===== src/rtl/ccu_recv_pkg.sv =====
// Shared types and constants for the CCU control-channel header receiver.
package ccu_recv_pkg;

  typedef enum logic [2:0] {
    ST_HUNT,
    ST_ID,
    ST_LEN,
    ST_TYPE,
    ST_CSUM,
    ST_COMMIT
  } state_e;

  localparam logic [1:0] ERR_NONE    = 2'd0;
  localparam logic [1:0] ERR_CSUM    = 2'd1;
  localparam logic [1:0] ERR_TIMEOUT = 2'd2;
  localparam logic [1:0] ERR_OVFL    = 2'd3;

  localparam logic [7:0] DEFAULT_SYNC_BYTE = 8'h5A;

endpackage


===== src/rtl/ccu_recv_idle_timer.sv =====
// Idle-cycle counter: counts enabled cycles since the last clear and flags
// the cycle in which the count reaches TIMEOUT_CYCLES.
module ccu_recv_idle_timer #(
  parameter int unsigned TIMEOUT_CYCLES = 1024
) (
  input  logic clk,
  input  logic resetn,
  input  logic clear_i,
  input  logic enable_i,
  output logic expired_o
);

  localparam int unsigned CW = $clog2(TIMEOUT_CYCLES + 1);
  localparam logic [CW-1:0] LAST = CW'(TIMEOUT_CYCLES - 1);

  logic [CW-1:0] count_q, count_d;

  always_comb begin
    count_d = count_q;
    if (clear_i) begin
      count_d = '0;
    end else if (enable_i) begin
      count_d = count_q + CW'(1);
    end
  end

  always_ff @(posedge clk or negedge resetn) begin
    if (!resetn) begin
      count_q <= '0;
    end else begin
      count_q <= count_d;
    end
  end

  // Fires combinationally during the idle cycle that would bring the count to TIMEOUT_CYCLES.
  assign expired_o = enable_i && !clear_i && (count_q == LAST);

endmodule


===== src/rtl/ccu_recv_header_parser.sv =====
// CCU control-channel header receiver: sync hunt, little-endian field
// assembly, optional additive checksum and a valid/ready header output.
module ccu_recv_header_parser
  import ccu_recv_pkg::*;
#(
  parameter logic [7:0]  SYNC_BYTE      = DEFAULT_SYNC_BYTE,
  parameter int unsigned ID_BYTES       = 2,
  parameter int unsigned LEN_BYTES      = 2,
  parameter int unsigned TYPE_BYTES     = 1,
  parameter bit          CHECKSUM_EN    = 1'b1,
  parameter int unsigned TIMEOUT_CYCLES = 1024
) (
  input  logic                    clk,
  input  logic                    resetn,
  input  logic [7:0]              recv_data,
  input  logic                    recv_en,
  output logic                    hdr_valid,
  input  logic                    hdr_ready,
  output logic [8*ID_BYTES-1:0]   pack_id,
  output logic [8*LEN_BYTES-1:0]  pack_length,
  output logic [8*TYPE_BYTES-1:0] pack_type,
  output logic                    int_recv_start,
  output logic                    int_recv_finish,
  output logic                    int_recv_error,
  output logic [1:0]              err_code
);

  localparam int unsigned ID_W   = 8 * ID_BYTES;
  localparam int unsigned LEN_W  = 8 * LEN_BYTES;
  localparam int unsigned TYPE_W = 8 * TYPE_BYTES;

  localparam logic [1:0] ID_LAST   = 2'(ID_BYTES - 1);
  localparam logic [1:0] LEN_LAST  = 2'(LEN_BYTES - 1);
  localparam logic [1:0] TYPE_LAST = 2'(TYPE_BYTES - 1);

  state_e            state_q, state_d;
  logic [1:0]        cnt_q, cnt_d;
  logic [7:0]        csum_q, csum_d;
  logic [ID_W-1:0]   id_sh_q, id_sh_d;
  logic [LEN_W-1:0]  len_sh_q, len_sh_d;
  logic [TYPE_W-1:0] type_sh_q, type_sh_d;
  logic              hdr_valid_q, hdr_valid_d;
  logic [ID_W-1:0]   pack_id_q, pack_id_d;
  logic [LEN_W-1:0]  pack_len_q, pack_len_d;
  logic [TYPE_W-1:0] pack_type_q, pack_type_d;
  logic              start_q, start_d;
  logic              finish_q, finish_d;
  logic              error_q, error_d;
  logic [1:0]        err_code_q, err_code_d;
  logic [7:0]        byte_sum;

  logic timer_clear, timer_enable, timer_expired;

  // The idle window only runs while a header is partially received.
  assign timer_clear  = recv_en || (state_q == ST_HUNT) || (state_q == ST_COMMIT);
  assign timer_enable = !timer_clear;

  ccu_recv_idle_timer #(
    .TIMEOUT_CYCLES(TIMEOUT_CYCLES)
  ) u_idle_timer (
    .clk      (clk),
    .resetn   (resetn),
    .clear_i  (timer_clear),
    .enable_i (timer_enable),
    .expired_o(timer_expired)
  );

  assign byte_sum = csum_q + recv_data;

  always_comb begin
    state_d     = state_q;
    cnt_d       = cnt_q;
    csum_d      = csum_q;
    id_sh_d     = id_sh_q;
    len_sh_d    = len_sh_q;
    type_sh_d   = type_sh_q;
    hdr_valid_d = hdr_valid_q;
    pack_id_d   = pack_id_q;
    pack_len_d  = pack_len_q;
    pack_type_d = pack_type_q;
    start_d     = 1'b0;
    finish_d    = 1'b0;
    error_d     = 1'b0;
    err_code_d  = err_code_q;

    // Release happens before COMMIT looks at hdr_valid, so a same-cycle ready frees the slot.
    if (hdr_valid_q && hdr_ready) begin
      hdr_valid_d = 1'b0;
    end

    unique case (state_q)
      ST_HUNT: begin
        if (recv_en && (recv_data == SYNC_BYTE)) begin
          state_d = ST_ID;
          cnt_d   = 2'd0;
          csum_d  = 8'd0;
          start_d = 1'b1;
        end
      end

      ST_ID: begin
        if (recv_en) begin
          for (int b = 0; b < int'(ID_BYTES); b++) begin
            if (cnt_q == 2'(b)) id_sh_d[8*b +: 8] = recv_data;
          end
          csum_d = byte_sum;
          if (cnt_q == ID_LAST) begin
            cnt_d   = 2'd0;
            state_d = ST_LEN;
          end else begin
            cnt_d = cnt_q + 2'd1;
          end
        end
      end

      ST_LEN: begin
        if (recv_en) begin
          for (int b = 0; b < int'(LEN_BYTES); b++) begin
            if (cnt_q == 2'(b)) len_sh_d[8*b +: 8] = recv_data;
          end
          csum_d = byte_sum;
          if (cnt_q == LEN_LAST) begin
            cnt_d   = 2'd0;
            state_d = ST_TYPE;
          end else begin
            cnt_d = cnt_q + 2'd1;
          end
        end
      end

      ST_TYPE: begin
        if (recv_en) begin
          for (int b = 0; b < int'(TYPE_BYTES); b++) begin
            if (cnt_q == 2'(b)) type_sh_d[8*b +: 8] = recv_data;
          end
          csum_d = byte_sum;
          if (cnt_q == TYPE_LAST) begin
            cnt_d   = 2'd0;
            state_d = CHECKSUM_EN ? ST_CSUM : ST_COMMIT;
          end else begin
            cnt_d = cnt_q + 2'd1;
          end
        end
      end

      ST_CSUM: begin
        if (recv_en) begin
          if (recv_data == csum_q) begin
            state_d = ST_COMMIT;
          end else begin
            state_d    = ST_HUNT;
            error_d    = 1'b1;
            err_code_d = ERR_CSUM;
          end
        end
      end

      ST_COMMIT: begin
        state_d = ST_HUNT;
        if (hdr_valid_q && !hdr_ready) begin
          error_d    = 1'b1;
          err_code_d = ERR_OVFL;
        end else begin
          pack_id_d   = id_sh_q;
          pack_len_d  = len_sh_q;
          pack_type_d = type_sh_q;
          hdr_valid_d = 1'b1;
          finish_d    = 1'b1;
        end
      end

      default: state_d = ST_HUNT;
    endcase

    // Expiry only occurs on a cycle without recv_en, so it cannot collide with a byte.
    if (timer_expired) begin
      state_d    = ST_HUNT;
      error_d    = 1'b1;
      err_code_d = ERR_TIMEOUT;
    end
  end

  always_ff @(posedge clk or negedge resetn) begin
    if (!resetn) begin
      state_q     <= ST_HUNT;
      cnt_q       <= 2'd0;
      csum_q      <= 8'd0;
      id_sh_q     <= '0;
      len_sh_q    <= '0;
      type_sh_q   <= '0;
      hdr_valid_q <= 1'b0;
      pack_id_q   <= '0;
      pack_len_q  <= '0;
      pack_type_q <= '0;
      start_q     <= 1'b0;
      finish_q    <= 1'b0;
      error_q     <= 1'b0;
      err_code_q  <= ERR_NONE;
    end else begin
      state_q     <= state_d;
      cnt_q       <= cnt_d;
      csum_q      <= csum_d;
      id_sh_q     <= id_sh_d;
      len_sh_q    <= len_sh_d;
      type_sh_q   <= type_sh_d;
      hdr_valid_q <= hdr_valid_d;
      pack_id_q   <= pack_id_d;
      pack_len_q  <= pack_len_d;
      pack_type_q <= pack_type_d;
      start_q     <= start_d;
      finish_q    <= finish_d;
      error_q     <= error_d;
      err_code_q  <= err_code_d;
    end
  end

  assign hdr_valid       = hdr_valid_q;
  assign pack_id         = pack_id_q;
  assign pack_length     = pack_len_q;
  assign pack_type       = pack_type_q;
  assign int_recv_start  = start_q;
  assign int_recv_finish = finish_q;
  assign int_recv_error  = error_q;
  assign err_code        = err_code_q;

endmodule

===== config.mk =====
export PLATFORM = sky130hd
export DESIGN_NAME = ccu_recv_header_parser
export DESIGN_NICKNAME = d
export VERILOG_FILES = /design/src/rtl/ccu_recv_pkg.sv /design/src/rtl/ccu_recv_idle_timer.sv /design/src/rtl/ccu_recv_header_parser.sv
export SDC_FILE = /design/constraint.sdc
export NUM_CORES = 1
export LEC_CHECK = 0
export BUFFER_PORTS_ARGS = -buffer_cell sky130_fd_sc_hd__buf_2
export CORE_UTILIZATION = 25
export CTS_CLUSTER_DIAMETER = 40
export DETAILED_ROUTE_END_ITERATION = 10
export SYNTH_ARGS = -nofsm -noshare
export SYNTH_HDL_FRONTEND = slang
export SYNTH_HIERARCHICAL = 1
export SYNTH_SLANG_ARGS = --single-unit

===== constraint.sdc =====
create_clock -name clk -period 7.5 [get_ports clk]
set_input_delay 2.25 -clock clk [delete_from_list [all_inputs] [get_ports clk]]
set_output_delay 2.25 -clock clk [all_outputs]
set_load 0.01 [all_outputs]

# Word-level counts from Yosys, hierarchy flattened
# Index checks and enable logic that the tools add are counted.
[classes]
eq_ne = 23
n_addsub = 3
n_reduce_logical = 25
n_mux = 38
bitwise = 1
[ops]
columns = ["op", "n"]
rows = [
  ["$mux W3", 10],
  ["$ne A3 B3 Y1 const B", 8],
  ["$mux W2", 9],
  ["$reduce_and A3 Y1", 6],
  ["$mux W8", 2],
  ["$pmux W8 S2", 1],
  ["$pmux W3 S5", 1],
  ["$add A11 B1 Y11 const B", 1],
  ["$eq A11 B10 Y1 const B", 1],
  ["$mux W1", 11],
  ["$mux W11", 1],
  ["$add A8 B8 Y8", 1],
  ["$eq A8 B7 Y1 const B", 1],
  ["$eq A8 B8 Y1", 1],
  ["$reduce_and A4 Y1", 2],
  ["$reduce_and A8 Y1", 1],
  ["$eq A3 B2 Y1 const B", 2],
  ["$eq A3 B3 Y1 const B", 2],
  ["$ne A2 B1 Y1 const B", 3],
  ["$ne A3 B2 Y1 const B", 2],
  ["$pmux W2 S3", 1],
  ["$reduce_bool A3 Y1", 2],
  ["$logic_and A1 B1 Y1", 4],
  ["$pmux W2 S2", 1],
  ["other kinds (14)", 16],
]
[totals]
regBits = 110
out_inout_bits = 46
in_bits = 12
word_cells = 107

# Depth between registers and ports, before layout
# Gate-level depths: netlist of the first run.
[logic_depth]
word_depth = 7
mapped_depth = 10
ltp_nobuf = 9

# Cells and area by module
# Netlist of the first run, hierarchy kept.
[modules_own_cells]
columns = ["module", "n_inst", "seq_area_each_um2", "cells_per_inst", "area_per_inst_um2"]
rows = [
  ["ccu_recv_header_parser", 1, 2477.4, 318, 4292.9],
  ["ccu_recv_idle_timer", 1, 275.3, 52, 528.0],
]

# Least setup slack after synthesis of the first run
# OpenSTA, ideal clock, no wires.
[synth_path]
path_type = "input to register"
start = "input port recv_en"
end = "register error_q (netlist: int_recv_error)"
required_time_ps = 7433
setup_slack_ps = 3459
path_buffers = 1
arrival_ps = 3975
stages = 8
setup_time_ps = 67
cell_sequence = "clkbuf_1 > or2_2 > inv_1 > nand4_2 > or3_1 > nor3_1 > a31oi_1 > nand2_1"
[synth_via]
elab_chain_cells = 5
word_cells_on_any_way = 7
cone_classes = "mux: 3; reduce/logical: 4"
[synth_rtl]
columns = ["item", "line_no", "source"]
rows = [
  ["start: declaration", "ccu_recv_header_parser.sv:16", "input logic recv_en,"],
  ["$logic_or A1 B1 Y1 (2 in series)", "ccu_recv_header_parser.sv:55", "assign timer_clear = recv_en || (state_q == ST_HUNT) || (state_q == ST_COMMIT);"],
  ["net timer_clear", "ccu_recv_header_parser.sv:52", "logic timer_clear, timer_enable, timer_expired;"],
  ["$logic_not A1 Y1", "ccu_recv_header_parser.sv:56", "assign timer_enable = !timer_clear;"],
  ["net timer_enable", "ccu_recv_header_parser.sv:52", ""],
  ["$logic_and A1 B1 Y1", "ccu_recv_idle_timer.sv:36", "assign expired_o = enable_i && !clear_i && (count_q == LAST);"],
  ["net timer_expired", "ccu_recv_header_parser.sv:52", ""],
  ["$mux W1", "ccu_recv_header_parser.sv:176", "if (timer_expired) begin"],
  ["net error_d", "ccu_recv_header_parser.sv:48", "logic error_q, error_d;"],
  ["end signal: assignment", "ccu_recv_header_parser.sv:212", "error_q <= error_d;"],
  ["end: declaration", "ccu_recv_header_parser.sv:48", ""],
]
# The timed path passes the listed nets, and every way through them passes these cells.
# A chain may end at the register's enable or synchronous reset.

# Final worst setup path of the first run
# Same ends and word-level chain as after synthesis.

==> results of run 1 <==
==> power by group through the flow <==
stage	clock, uW	sequential [uW]	combinational [uW]
4_1_cts	466	915	610
3_3_place_gp	0	915	584
2_1_floorplan	0	910	433
3_5_place_dp	0	926	608
5_1_grt	488	945	662
6_report	444	914	600
==> routing by layer <==
metal  routed length [um]  vias up
met2                 5119       65
met3                  513       14
met4                  166        0
met1                 4433     1579
li1                     -     1438
met5                    0        -
==> cell usage in the layout (no fill, tap or decap), drive strengths merged, types with 3 or more instances in the layout <==
master and instances:
a21oi 14, a31oi 4, buf 59, clkbuf 9, clkinv 3, dfrtp 110
ha 11, inv 12, mux2 78, nand2 26, nand2b 5, nand4 5
nor2 19, nor3 5, nor4 3, o21ai 15, o31ai 4, or3 8
xnor2 3, xor2 6
==> cells by family after synthesis <==
| logic type | synth area share |
|---|---|
| AO/OA/AOI/OAI | 0.07475 |
| XOR/XNOR | 0.01635 |
| adder cells (fa/ha/maj) | 0.03270 |
| buffers and inverters | 0.02154 |
| flip-flops | 0.5710 |
| multiplexers | 0.1863 |
| AND/OR/NAND/NOR | 0.09732 |
==> synth_stat cells, types with 3 or more instances <==
cell and number:
xnor2_1 3, mux2_2 77, o21ai_1 5, ha_1 11
inv_1 10, o21ai_0 10, nand2_1 26, nand4_1 3
buf_2 8, nor2_1 18, or3_1 7, a21oi_1 14
dfrtp_1 110, xor2_1 6, a31oi_1 4, nor3_1 4
nand2b_1 5
==> flip-flops by register name (all words and copies together), names as in the netlist, 2 cells and up <==
signal	count
pack_type	8
u_idle_timer/count_q	11
pack_length	16
state_q	3
len_sh_q	16
csum_q	8
err_code	2
pack_id	16
cnt_q	2
id_sh_q	16
type_sh_q	8
==> through the flow <==
step	hold slack [ns]	worst slack [ns]	cells	area (um^2)	util
6_report	0.4854	3.406	692	5664	0.3008
5_1_grt	0.5199	3.247	691	5662	0.3007
4_1_cts	0.4915	3.449	691	5662	0.3007
3_5_place_dp	0.4711	3.079	677	5390	0.2862
3_3_place_gp	0.4606	3.152	677	5390	0.2862
2_1_floorplan	0.4444	3.459	370	4821	-
==> path summary, 6_finish.rpt <==
kind | endpoint | slack (ns) | cells after the start
setup / recovery | int_recv_error | 3.41 | 8
hold / removal | id_sh_q[9] | 0.49 | 2
setup reg to reg | int_recv_error | 4.61 | 9
hold reg to reg | id_sh_q[9] | 0.49 | 2
max in group asynchronous | pack_length[1] | 4.39 | 2
min in group asynchronous | pack_id[4] | 1.98 | 1
==> area by class of cell <==
type                    count  area [um^2]  area share
repair buffers             59        302.8     0.05346
multi-input cells         238         1972      0.3481
well taps                 260        325.3     0.05743
clock buffers               9        225.2     0.03976
inverters                  10        37.54    0.006627
diodes                      1        2.502   0.0004418
flip-flops and latches    110         2753      0.4860
clock inverters             5        46.29    0.008173
==> critical path, delay by kind of cell <==
kind / cells / cell delay (ns)
AND/OR/NAND/NOR: 5 / 1.62
buffers and inverters: 2 / 0.38
AO/OA/AOI/OAI: 1 / 0.13
==> results.sh, run 1 <==
export IMPL_p_sw_uw=635.6
export IMPL_drv_cap=0
export IMPL_num_rows=50
export IMPL_first_iter_violations=173
export IMPL_drt_wl_total_um=10230
export IMPL_clk_pin_slew_ns=0.07
export IMPL_grt_max_degree=63
export IMPL_yosysTopAreaCell="dfrtp_1"
export IMPL_max_slew_margin=0.4733
export IMPL_synth_seq_area_share=0.5710
export IMPL_peakVddDrop_mv=0.1289
export IMPL_dieHeight_um=140.9
export IMPL_crit_path_max_incr_delay_ns=0.46
export IMPL_total_leakage_power_uw=0.002710
export IMPL_antenna_left=0
export IMPL_path_cells="buf_2 -> or2_2 -> inv_1 -> nand4_2 -> or3_1 -> nor3_1 -> a31oi_1 -> nand2_1"
export IMPL_cts_buffer_depth=2
export IMPL_grt_overflow_total=0
export IMPL_max_freq_mhz=244.2
export IMPL_p_sw_frac=0.3245
export IMPL_path_class="in -> reg"
export IMPL_die_area_um2=19840
export IMPL_use_met3=0.03804
export IMPL_cts_setup_buffers=0
export IMPL_gr_usage_met1=0.1381
export IMPL_cts_tree="done"
export IMPL_nFillCells=1906
export IMPL_worstPathRequired_ns=7.79
export IMPL_cts_sinks=110
export IMPL_async_flop_share=1.000
export IMPL_critical_path_max_fanout=13
export IMPL_p_int_uw=1323
export IMPL_synth_edff_count=0
export IMPL_cts_resized=0
export IMPL_grt_pass1_vias=3121
export IMPL_cellPowerDensity_nw_per_um2=345.8
export IMPL_htreeDepth=3
export IMPL_antenna_found_initial=1
export IMPL_die_w_um=140.9
export IMPL_place_hpwl_um=7157
export IMPL_drt_pass1_iterations=4
export IMPL_crit_path_end_kind="flop"
export IMPL_finalMaxSlewViolations=0
export IMPL_ys_flop_type="dfrtp_1"
export IMPL_critPathArrivalTime_ns=4.38
export IMPL_grt_total_usage=0.1120
export IMPL_netlist_instances=370
export IMPL_core_area_um2=18830
export IMPL_cts_root_buf="clkbuf_16"
export IMPL_grt_pass1_wl_um=16940
export IMPL_synth_seq_cells=110
export IMPL_ys_warn_count=6
export IMPL_num_vias=3096
export IMPL_final_hold_viol_count=0
export IMPL_startpoint="recv_en"
export IMPL_status="completed"
export IMPL_p_seq_frac=0.467
export IMPL_worstMarginPinSlew_ns=0.7901
export IMPL_cts_buffers=9
export IMPL_drc=0
export IMPL_cp_start_kind="primary input"
export IMPL_netlist_top_cells_area="dfrtp_1, mux2_2, ha_1, nand2_1, a21oi_1"
export IMPL_min_from="id_sh_q[9]"
export IMPL_ctsHoldBuffers=0
export IMPL_ios=58
export IMPL_gp_congestion=0.8105
export IMPL_fin_nets=452
export IMPL_total_power_uw=1958
export IMPL_clock_latency_ns=0.35
export IMPL_layout_drive_gt1_share=0.3828
export IMPL_viasPerCell=4.474
export IMPL_avgRoutedWirePerCell_um=14.79
export IMPL_io_buffers=57
export IMPL_gr_usage_met2=0.1843
export IMPL_hp_class="reg -> reg"
export IMPL_fin_crit_ns=4.094
export IMPL_setup_tns_ns=0
export IMPL_initial_core_util=0.2560
export IMPL_r2r_start="state_q[2]"
export IMPL_area_delta_synth_final_pct=17.49
export IMPL_synth_fp_nets=394
export IMPL_rsz0062_at_grt="false"
export IMPL_synth_top_area_frac=0.5710
export IMPL_top_usage_layer="met2"
export IMPL_p_comb_frac=0.306
export IMPL_clkPwrFrac=0.227
export IMPL_syn_avg_cell_area_um2=13.03
export IMPL_clock_skew_final_ns=0.008583
export IMPL_netlist_area_um2=4821
export IMPL_synth_cell_types=52
export IMPL_crit_slowest_cell="nor3_1"
export IMPL_setup_violations=0
export IMPL_min_period_over_period=0.5459
No activity file was read; power rests on OpenSTA's default activity.
==> inputs of run 2 (changes only) <==
==> constraint.sdc (replaced) <==
create_clock -name clk -period 3.46 [get_ports clk]
set_input_delay 1.038 -clock clk [delete_from_list [all_inputs] [get_ports clk]]
set_output_delay 1.038 -clock clk [all_outputs]
set_load 0.01 [all_outputs]
==> results.sh, run 2 (synthesis gave the netlist of run 1 again) <==
export IMPL_postPlaceCellArea_um2=5418
export IMPL_use_met3=0.03057
export IMPL_cellPowerDensity_nw_per_um2=759.7
export IMPL_antenna_left=0
export IMPL_antenna_found_initial=1
export IMPL_p_int_uw=2955
export IMPL_layout_drive_gt1_share=0.3871
export IMPL_place_hpwl_um=7038
export IMPL_top_usage_layer="met2"
export IMPL_critical_path_max_fanout=13
export IMPL_grt_total_usage=0.1098
export IMPL_grt_pass1_vias=3113
export IMPL_core_area_um2=18830
export IMPL_grt_pass1_wl_um=16820
export IMPL_final_common_cell="dfrtp_1"
export IMPL_drt_wl_total_um=10190
export IMPL_r2r_slack_ns=0.63
export IMPL_max_slew_margin=0.5033
export IMPL_fin_area_um2=5728
export IMPL_clock_skew_final_ns=0.005063
export IMPL_io_buffers=57
export IMPL_total_power_uw=4352
export IMPL_avgRoutedWirePerCell_um=14.66
export IMPL_drt_pass1_iterations=4
export IMPL_crit_path_end_kind="flop"
export IMPL_reg2reg_to="int_recv_error"
export IMPL_max_freq_mhz=351.9
export IMPL_setup_tns_ns=0
export IMPL_status="completed"
export IMPL_grt_max_degree=111
export IMPL_cts_setup_buffers=0
export IMPL_critPathArrivalTime_ns=3.13
export IMPL_gr_usage_met2=0.1846
export IMPL_p_comb_frac=0.305
export IMPL_r2r_start="state_q[2]"
export IMPL_area_delta_synth_final_pct=18.82
export IMPL_cts_buffers=9
export IMPL_fin_crit_ns=2.842
export IMPL_cts_root_buf="clkbuf_16"
export IMPL_dieHeight_um=140.9
export IMPL_drv_cap=0
export IMPL_worstPathRequired_ns=3.75
export IMPL_cts_tree="done"
export IMPL_die_w_um=140.9
export IMPL_hp_class="reg -> reg"
export IMPL_clkPwrFrac=0.245
export IMPL_p_sw_frac=0.3208
export IMPL_viasPerCell=4.430
export IMPL_fin_nets=454
export IMPL_rsz0062_at_grt="false"
export IMPL_clock_latency_ns=0.35
export IMPL_clk_pin_slew_ns=0.07
export IMPL_worstMarginPinSlew_ns=0.7411
export IMPL_num_vias=3079
export IMPL_gr_usage_met1=0.1381
export IMPL_whs_ns=0.4852
export IMPL_ios=58
export IMPL_num_rows=50
export IMPL_gp_congestion=0.7984
export IMPL_total_leakage_power_uw=0.002737
export IMPL_whs_path_depth=2
export IMPL_p_sw_uw=1396
export IMPL_peakVddDrop_mv=0.2296
export IMPL_cts_resized=0
export IMPL_ctsHoldBuffers=0
export IMPL_final_hold_viol_count=0
export IMPL_grt_overflow_total=0
export IMPL_cp_start_kind="primary input"
export IMPL_die_area_um2=19840
export IMPL_min_from="id_sh_q[1]"
export IMPL_initial_core_util=0.2560
export IMPL_p_seq_frac=0.451
export IMPL_min_period_over_period=0.8212
export IMPL_path_class="in -> reg"
export IMPL_drc=0
export IMPL_setup_violations=0
export IMPL_first_iter_violations=179
export IMPL_cts_buffer_depth=2
export IMPL_htreeDepth=3
export IMPL_cts_sinks=110
export IMPL_final_cell_mix="dfrtp_1, mux2_2, buf_2, nand2_1, nor2_1"
export IMPL_hold_path_end="id_sh_q[1]"
export IMPL_rr_worst_depth=9
export IMPL_finalMaxSlewViolations=0
run 2: critical path, stage by stage:
cell and delay, ns:
buf_2 0.17, or2_2 0.43, inv_1 0.21, nand4_2 0.22, or3_1 0.41, nor3_1 0.42
a31oi_1 0.12, nand2_1 0.10
run 2: worst max path at each step:
stage,from,to,slack [ns],cells after the start
floorplan,recv_en,int_recv_error,0.63,8
global placement,recv_en,int_recv_error,0.34,8
detailed placement,recv_en,int_recv_error,0.25,8
CTS,recv_en,int_recv_error,0.61,8
global route,state_q[2],int_recv_error,0.34,9
finish,recv_en,int_recv_error,0.62,8
run 2: per-stage QoR:
step | std cells | utilization | setup slack (ns)
global placement | 679 | 0.2877 | 0.3411
finish | 695 | 0.3042 | 0.6185
global route | 694 | 0.3041 | 0.3387
CTS | 694 | 0.3041 | 0.6078
floorplan | 370 | - | 0.6305
detailed placement | 679 | 0.2877 | 0.2499
run 2: per-layer routing:
metal / share of wire / vias up
li1: - / 1457
met1: 0.46 / 1553
met2: 0.49 / 57
met3: 0.043 / 12
met4: 0.011 / 0
met5: 0 / -
run 2: cell type report:
cell class,count,area [um^2]
Clock inverter,6,82.58
Multi-Input combinational cell,238,1972
Inverter,10,37.54
Timing Repair Buffer,61,330.3
Clock buffer,9,225.2
Antenna cell,1,2.502
Sequential cell,110,2753
Fill cell,1907,13100
Tap cell,260,325.3
run 2: power groups by stage:
stage	combinational, uW	clock [uW]	sequential, uW
finish	1330	1060	1960
detailed placement	1340	0	1990
global placement	1290	0	1970
CTS	1350	1100	1960
global route	1480	1140	2010
floorplan	939	0	1970
==> inputs of run 3 (changes only) <==
==> constraint.sdc (replaced) <==
create_clock -name clk -period 2.3 [get_ports clk]
set_input_delay 0.69 -clock clk [delete_from_list [all_inputs] [get_ports clk]]
set_output_delay 0.69 -clock clk [all_outputs]
set_load 0.01 [all_outputs]
==> results.sh, run 3 (synthesis gave the netlist of run 1 again) <==
export IMPL_diodes=0
export IMPL_grt_overflow_total=0
export IMPL_drv_cap=0
export IMPL_ios=58
export IMPL_cts_sinks=110
export IMPL_core_area_um2=18830
export IMPL_placed_cells=703
export IMPL_rsz0062_at_grt="false"
export IMPL_crit_slowest_cell="or4_1"
export IMPL_total_power_uw=6668
export IMPL_p_seq_frac=0.442
export IMPL_cts_buffer_depth=2
export IMPL_worstMarginPinSlew_ns=0.6626
export IMPL_status="completed"
export IMPL_num_vias=3194
export IMPL_p_comb_frac=0.323
export IMPL_cp_num_cells=9
export IMPL_grt_max_degree=42
export IMPL_drc=0
export IMPL_path_delay_family="simple AND/OR/NAND/NOR gates"
export IMPL_htreeDepth=3
export IMPL_critical_path_max_fanout=13
export IMPL_cp_start_kind="flop"
export IMPL_finalMaxSlewViolations=0
export IMPL_drt_pass1_iterations=4
export IMPL_grt_pass1_wl_um=17750
export IMPL_clock_latency_ns=0.35
export IMPL_whs_ns=0.2080
export IMPL_antenna_found_initial=0
export IMPL_path_cells="buf_4 -> xor2_1 -> nor2_1 -> or2_4 -> inv_2 -> nand4_2 -> buf_4 -> or4_1 -> a21oi_1"
export IMPL_fin_cells=720
export IMPL_rr_worst_depth=9
export IMPL_fin_area_um2=5934
export IMPL_crit_path_end_kind="flop"
export IMPL_place_hpwl_um=7648
export IMPL_final_common_cell="dfrtp_1"
export IMPL_peakVddDrop_mv=0.4134
export IMPL_cts_root_buf="clkbuf_16"
export IMPL_final_cell_mix="dfrtp_1, mux2_2, buf_2, buf_4, nand2_1"
export IMPL_postPlaceCellArea_um2=5624
export IMPL_fin_nets=479
export IMPL_num_rows=50
export IMPL_path_class="reg -> reg"
export IMPL_setup_violations=0
export IMPL_cts_buffers=9
export IMPL_min_period_over_period=0.9188
export IMPL_max_freq_mhz=473.2
export IMPL_grt_pass1_vias=3325
export IMPL_viasPerCell=4.436
export IMPL_hp_class="in -> async"
export IMPL_worstPathRequired_ns=2.58
export IMPL_clk_pin_slew_ns=0.07
export IMPL_io_buffers=57
export IMPL_grt_total_usage=0.1183
export IMPL_fin_crit_ns=2.113
export IMPL_first_iter_violations=96
export IMPL_clkPwrFrac=0.235
export IMPL_critPathBufInv=3
export IMPL_cellPowerDensity_nw_per_um2=1124
export IMPL_dieHeight_um=140.9
export IMPL_initial_core_util=0.2560
export IMPL_clock_skew_final_ns=0.006981
export IMPL_die_area_um2=19840
export IMPL_p_int_uw=4561
export IMPL_setup_tns_ns=0
export IMPL_antenna_left=0
export IMPL_crit_top_cell="buf_4"
export IMPL_gp_congestion=0.8740
export IMPL_area_delta_synth_final_pct=23.10
export IMPL_crit_path_max_incr_delay_ns=0.50
export IMPL_final_hold_viol_count=0
export IMPL_layout_drive_gt1_share=0.4239
export IMPL_nFillCells=1883
export IMPL_critPathArrivalTime_ns=2.39
export IMPL_drt_wl_total_um=10930
export IMPL_cts_tree="done"
export IMPL_p_sw_frac=0.3160
export IMPL_total_leakage_power_uw=0.002859
export IMPL_avgRoutedWirePerCell_um=15.18
export IMPL_max_slew_margin=0.5572
export IMPL_die_w_um=140.9
export IMPL_p_sw_uw=2107
run 3: cell types whose count changed in the layout (fill, tap and decap cells not counted), sizes merged:
cell	delta
buf	+24
clkbuf	+2
diode	-1
inv	-1
nor2	+1
run 3: layout make-up:
cell class                 count  area [um^2]  share of cell area
inverter                      10        37.54            0.006325
clock inverter                 5        56.30            0.009488
tap                          260        325.3             0.05482
timing repair buffer          85        523.0             0.08813
clock buffer                  11        242.7             0.04090
multi-input combinational    239         1997              0.3365
sequential                   110         2753              0.4638
run 3: routing by layer:
metal | global-route usage | up-vias | wire length, um | part of all wire
li1 | - | 1507 | - | -
met3 | 0.02785 | 17 | 490 | 0.045
met4 | 0.06751 | 0 | 299 | 0.027
met2 | 0.1885 | 76 | 5138 | 0.47
met1 | 0.1472 | 1594 | 4999 | 0.46
met5 | 0 | - | 0 | 0
run 3: stage by stage:
step / utilization / setup slack [ns]
after floorplan: - / 0.05249
after global placement: 0.2987 / -0.04528
after detailed placement: 0.2987 / -0.08040
after CTS: 0.3146 / 0.1080
after global routing: 0.3152 / 0.06039
final: 0.3152 / 0.1867
run 3: power by group through the flow:
stage / clock network, uW / logic [uW] / registers, uW
2_1_floorplan: 0 / 1420 / 2970
5_1_grt: 1710 / 2390 / 3040
3_3_place_gp: 0 / 2100 / 2960
6_report: 1570 / 2150 / 2950
3_5_place_dp: 0 / 2160 / 2990
4_1_cts: 1630 / 2170 / 2950
run 3: path summary, 6_finish.rpt:
path,from,to,slack (ns)
worst max-delay path,state_q[2],u_idle_timer/count_q[10],0.19
worst min-delay path,resetn,pack_id[4],0.21
worst max register to register,state_q[2],u_idle_timer/count_q[10],0.19
worst min register to register,id_sh_q[1],id_sh_q[1],0.49
max in group asynchronous,resetn,pack_length[12],1.54
min in group clk,id_sh_q[1],id_sh_q[1],0.49
run 3: what timing repair did:
action,CTS,global route
hold buffers,0,0
endpoints found under the setup margin,0,40
resized for setup,0,1
endpoints found under the hold margin,0,0
buffers inserted,0,0
